--- src/rtl/io_bank_pkg.sv ---
// io_bank_pkg: word-index map and decode width shared by the input bank
package io_bank_pkg;
  localparam int IDX_W = 6;
  localparam int IDX_DATA_BASE = 0;
  function automatic int idx_flag_base(input int nports);
    return nports;
  endfunction
  function automatic int idx_summary(input int nports);
    return 2 * nports;
  endfunction
endpackage

--- src/rtl/io_sync_chain.sv ---
// io_sync_chain: SYNC_STAGES-deep flop chain bringing one input word into io_clk
module io_sync_chain #(
  parameter int WIDTH = 32,
  parameter int SYNC_STAGES = 2
) (
  input  logic             io_clk,
  input  logic             reset,
  input  logic [WIDTH-1:0] d,
  output logic [WIDTH-1:0] q
);
  logic [WIDTH-1:0] r_sync [SYNC_STAGES];
  // shift the raw input through the synchroniser stages
  always_ff @(posedge io_clk or posedge reset) begin
    if (reset) r_sync <= '{default: '0};
    else begin
      r_sync[0] <= d;
      for (int s = 1; s < SYNC_STAGES; s++) r_sync[s] <= r_sync[s-1];
    end
  end
  assign q = r_sync[SYNC_STAGES-1];
endmodule

--- src/rtl/io_input_bank.sv ---
// io_input_bank: synchronised input ports with sticky read-to-clear change flags and irq
module io_input_bank
  import io_bank_pkg::*;
#(
  parameter int WIDTH = 32,
  parameter int NPORTS = 4,
  parameter int SYNC_STAGES = 2
) (
  input  logic                    io_clk,
  input  logic                    reset,
  input  logic [31:0]             addr,
  input  logic                    io_rd,
  input  logic [NPORTS*WIDTH-1:0] in_port,
  output logic [WIDTH-1:0]        io_read_data,
  output logic                    irq
);
  localparam int FB = idx_flag_base(NPORTS);
  localparam int SUM = idx_summary(NPORTS);
  localparam int CW = $clog2(SYNC_STAGES + 2);
  logic [WIDTH-1:0] w_sync [NPORTS];
  logic [WIDTH-1:0] r_data [NPORTS];
  logic [WIDTH-1:0] r_flag [NPORTS];
  logic [WIDTH-1:0] w_flag_nxt [NPORTS];
  logic [WIDTH-1:0] w_summary;
  logic [IDX_W-1:0] w_idx;
  logic [CW-1:0]    r_cnt;
  logic             w_primed, w_any, r_irq;
  genvar g;
  generate
    for (g = 0; g < NPORTS; g++) begin : g_port
      io_sync_chain #(.WIDTH(WIDTH), .SYNC_STAGES(SYNC_STAGES)) u_sync (
        .io_clk(io_clk), .reset(reset), .d(in_port[g*WIDTH +: WIDTH]), .q(w_sync[g])
      );
    end
  endgenerate
  assign w_idx = addr[IDX_W+1:2];
  assign w_primed = r_cnt == CW'(SYNC_STAGES + 1);
  // next flag state (clear-on-read first, new changes win), summary, and read mux
  always_comb begin
    io_read_data = '0;
    w_summary = '0;
    w_any = 1'b0;
    for (int i = 0; i < NPORTS; i++) begin
      w_flag_nxt[i] = ((io_rd && w_idx == IDX_W'(FB + i)) ? '0 : r_flag[i])
                    | (w_primed ? (w_sync[i] ^ r_data[i]) : '0);
      w_summary[i] = |r_flag[i];
      w_any = w_any | (|r_flag[i]);
      io_read_data = (w_idx == IDX_W'(IDX_DATA_BASE + i)) ? r_data[i]
                   : (w_idx == IDX_W'(FB + i)) ? r_flag[i] : io_read_data;
    end
    io_read_data = (w_idx == IDX_W'(SUM)) ? w_summary : io_read_data;
  end
  // data, flags, priming counter; irq follows the flag registers one edge later
  always_ff @(posedge io_clk or posedge reset) begin
    if (reset) begin
      r_data <= '{default: '0};
      r_flag <= '{default: '0};
      r_cnt  <= '0;
      r_irq  <= 1'b0;
    end else begin
      r_data <= w_sync;
      r_flag <= w_flag_nxt;
      r_cnt  <= w_primed ? r_cnt : r_cnt + CW'(1);
      r_irq  <= w_any;
    end
  end
  assign irq = r_irq;
endmodule

--- config.mk ---
export PLATFORM = sky130hd
export DESIGN_NAME = io_input_bank
export DESIGN_NICKNAME = d
export VERILOG_FILES = /design/src/rtl/io_bank_pkg.sv /design/src/rtl/io_sync_chain.sv /design/src/rtl/io_input_bank.sv
export SDC_FILE = /design/constraint.sdc
export NUM_CORES = 1
export LEC_CHECK = 0
export CAP_MARGIN = 20
export CORE_AREA = 4 4 186 188
export DETAILED_ROUTE_END_ITERATION = 10
export DIE_AREA = 0 0 190 192
export PLACE_DENSITY = 0.78
export SKIP_LAST_GASP = 1
export SLEW_MARGIN = 40
export SYNTH_ARGS = -nofsm -noshare
export SYNTH_HDL_FRONTEND = slang
export SYNTH_SLANG_ARGS = --single-unit
--- constraint.sdc ---
create_clock -name io_clk -period 26.8 [get_ports io_clk]
set_clock_uncertainty 0.15 [all_clocks]
set_input_delay 8.04 -clock io_clk [delete_from_list [all_inputs] [get_ports io_clk]]
set_output_delay 8.04 -clock io_clk [all_outputs]
set_load 0.05 [all_outputs]
==> results.cfg <==
[status]
status = finished clean

[timing]
worst_slew_pin_slew_ns = 0.922
rsz0062_at_grt = false
tns_ns = 0
setup_viol = 0
fmax_mhz = 49.7
max_slew_margin = 0.377
drv_slew = 0
final-hold-violation-count = 0
fin_crit_sh = 0.750
period_needed_ns = 20.11

[global_route]
grt_use_total = 0.237
grt_pass1_wl_mm = 66.9
grt_max_degree = 169
grt_overflow = 0
grt_pass1_vias = 11660
antenna_found_initial = 3

[route]
viasPerCell = 6.03
drt_wl_total_mm = 43.3
first_pass_iters = 5
drc = 0
route.vias.total = 11297
ant_nets = 0
drt_iter0_drc = 1072
wl_per_cell_microns = 23.1

[critical_path]
startpoint = addr[5]
crit_family = buffers and inverters
arrival_ns = 11.92
worstPathRequired_ns = 18.61
cpPeakStageDelay_ns = 0.97
slowest_stage = o311ai_0
crit_fanout = 18
critPathCaptureType = primary output
path_cells = clkdlybuf4s50_1 > nor3_2 > nand2b_1 > o311ai_0 > o211ai_1 > o21ai_0 > clkdlybuf4s50_1
start_kind = input pin
critical_path_class = input pin to primary output
crit_buf_inv = 2
crit_top_cell = clkdlybuf4s50_1
timing.rr.start = r_flag[87]

[yosys]
syn_area_sq_um = 18000
synthCells = 1226
syn_area_per_cell_sq_um = 14.7
ys_async_sr_fraction = 1.00
synth_nets = 1390
synth_area_leaders = dfrtp_1 72%, a22o_1 6.3%, xor2_1 6.2%
ys_seq_elements = 515
synth_top_area_frac = 0.717
ys_seq_area_frac = 0.717
synth_edf_count = 0
synth_cell_type_count = 49
yosys.area.top_type = dfrtp_1
ys.warnings.count = 0
synth_ff_type = dfrtp_1

[cells_and_area]
area_delta_synth_final_pct = 21.8
nets = 1551
stdcell_area_sq_um = 21900
drive_gt1_frac = 0.0884

[pwr]
power_frac_comb = 0.055
p_leak_nw = 8.67
p_per_area_nw_per_um2 = 75.6
ir_worst_vdd_mv = 0.0468
power.internal_mw = 1.29
p_sw_mw = 0.361
p_seq_frac = 0.502
p_clk_frac = 0.444
switching_share = 0.218

[clock_tree]
cts_hold_buffers = 0
cts_buffer_depth = 3
clock_sinks = 515
h-tree-depth = 2
cts_setup_buffers = 0
path_clk_slew_ns = 0.06
clk_latency_ns = 0.56
root_buffer = clkbuf_16
numCtsBuffers = 49
cts-resized-gates = 0
cts_tree = done

[place]
port_buffers = 169
gp_congestion = 0.861
place_hpwl_mm = 27.3
dpl_cell_area_sq_um = 20100

[run]
max_cap_violations = 0

[floorplan]
die_area_sq_um = 36500
die_width_microns = 190
initial_core_util = 0.543
die_h_microns = 192
io_pins = 196
row_count = 67
core_sq_um = 33100

[min_path]
min_from = g_port[3].u_sync.r_sync[51]
min_path_type = register to register
## cell usage in the layout (no fill, tap or decap), drive strengths merged, types with 10 or more instances in the layout
master | synthesis | final
a211oi | 23 | 23
a21oi | 15 | 15
a221oi | 26 | 26
a22o | 130 | 130
buf | 25 | 22
clkbuf | 54 | 67
clkdlybuf4s50 | 0 | 167
clkinv | 0 | 11
dfrtp | 515 | 515
mux2i | 12 | 12
nand2 | 13 | 13
nand3 | 27 | 27
nor2 | 13 | 13
nor2b | 28 | 28
nor3 | 10 | 10
nor4 | 35 | 35
o211ai | 25 | 25
o21ai | 52 | 52
o22ai | 25 | 25
o311ai | 18 | 18
xor2 | 128 | 128
## layout make-up
class / count / area, sq um
repair buffers: 189 / 1880
fillers: 2313 / 11200
clock buffers: 67 / 1410
well taps: 448 / 561
multi-input cells: 631 / 4810
inverters: 1 / 16.3
flip-flops and latches: 515 / 12900
diodes: 1 / 2.50
clock inverters: 23 / 337
## metrics by stage
step | utilization | setup slack (ns) | cells | total power [mW] | hold WS (ns)
6_report | 0.661 | 6.69 | 1875 | 1.65 | 0.193
5_1_grt | 0.661 | 6.63 | 1875 | 1.71 | 0.201
4_1_cts | 0.660 | 6.72 | 1873 | 1.67 | 0.196
3_5_place_dp | 0.607 | 6.72 | 1783 | 0.933 | 0.185
3_3_place_gp | 0.606 | 6.62 | 1783 | 0.931 | 0.185
2_1_floorplan | - | 4.23 | 1226 | 0.888 | 0.181
## kinds of logic after synthesis
kind of cell,after synthesis,synth area share
buffers and inverters,80,0.0184
xor gates and xnor gates,129,0.0628
DFF,515,0.717
AOI/OAI and AO/OA,337,0.144
adders and majority gates,1,0.000696
and+or+nand+nor,149,0.0488
muxes,15,0.00856
## worst reg2reg max path, stage by stage (launching register included)
cell and delay (ns):
dfrtp_1 0.42, nor4_1 0.49, nand4_1 0.31, nor4_1 0.52, nand3_1 0.21
## power by group through the flow
stage	registers (mW)	clock network (mW)	logic (mW)
6_report	0.830	0.734	0.0906
4_1_cts	0.830	0.747	0.0910
3_3_place_gp	0.842	0	0.0887
2_1_floorplan	0.837	0	0.0511
5_1_grt	0.832	0.780	0.0987
3_5_place_dp	0.843	0	0.0900
## synthesized netlist by cell type, types with 12 or more instances
master / count
nor2b_1: 28
xor2_1: 128
nand2_1: 13
o211ai_1: 25
a21oi_1: 15
o311ai_0: 18
mux2i_1: 12
a211oi_1: 20
nor2_1: 12
a221oi_1: 26
buf_2: 15
nor4_1: 34
o21ai_0: 50
dfrtp_1: 515
clkbuf_1: 54
a22o_1: 130
o22ai_1: 25
nand3_1: 27
## routing by layer
layer	routed length (microns)	GRT usage
met5	33	0
met4	1780	0.0915
met3	2900	0.0382
met2	21200	0.387
met1	17400	0.326
## flip-flops by register name, summed over array words and instances (netlist names)
register,cells
g_port.u_sync.q,128
g_port.u_sync.r_sync,128
irq,1
r_cnt,2
r_data,128
r_flag,128
## final timing paths
path | endpoint | slack, ns | depth (start not counted)
max | io_read_data[14] | 6.69 | 7
min | g_port[3].u_sync.q[19] | 0.19 | 0
max reg2reg | irq | 24.53 | 4
min reg2reg | g_port[3].u_sync.q[19] | 0.19 | 0
max in group asynchronous | r_flag[84] | 16.92 | 4
min in group asynchronous | g_port[0].u_sync.r_sync[40] | 7.84 | 2
No activity file was read; power rests on OpenSTA's default activity.
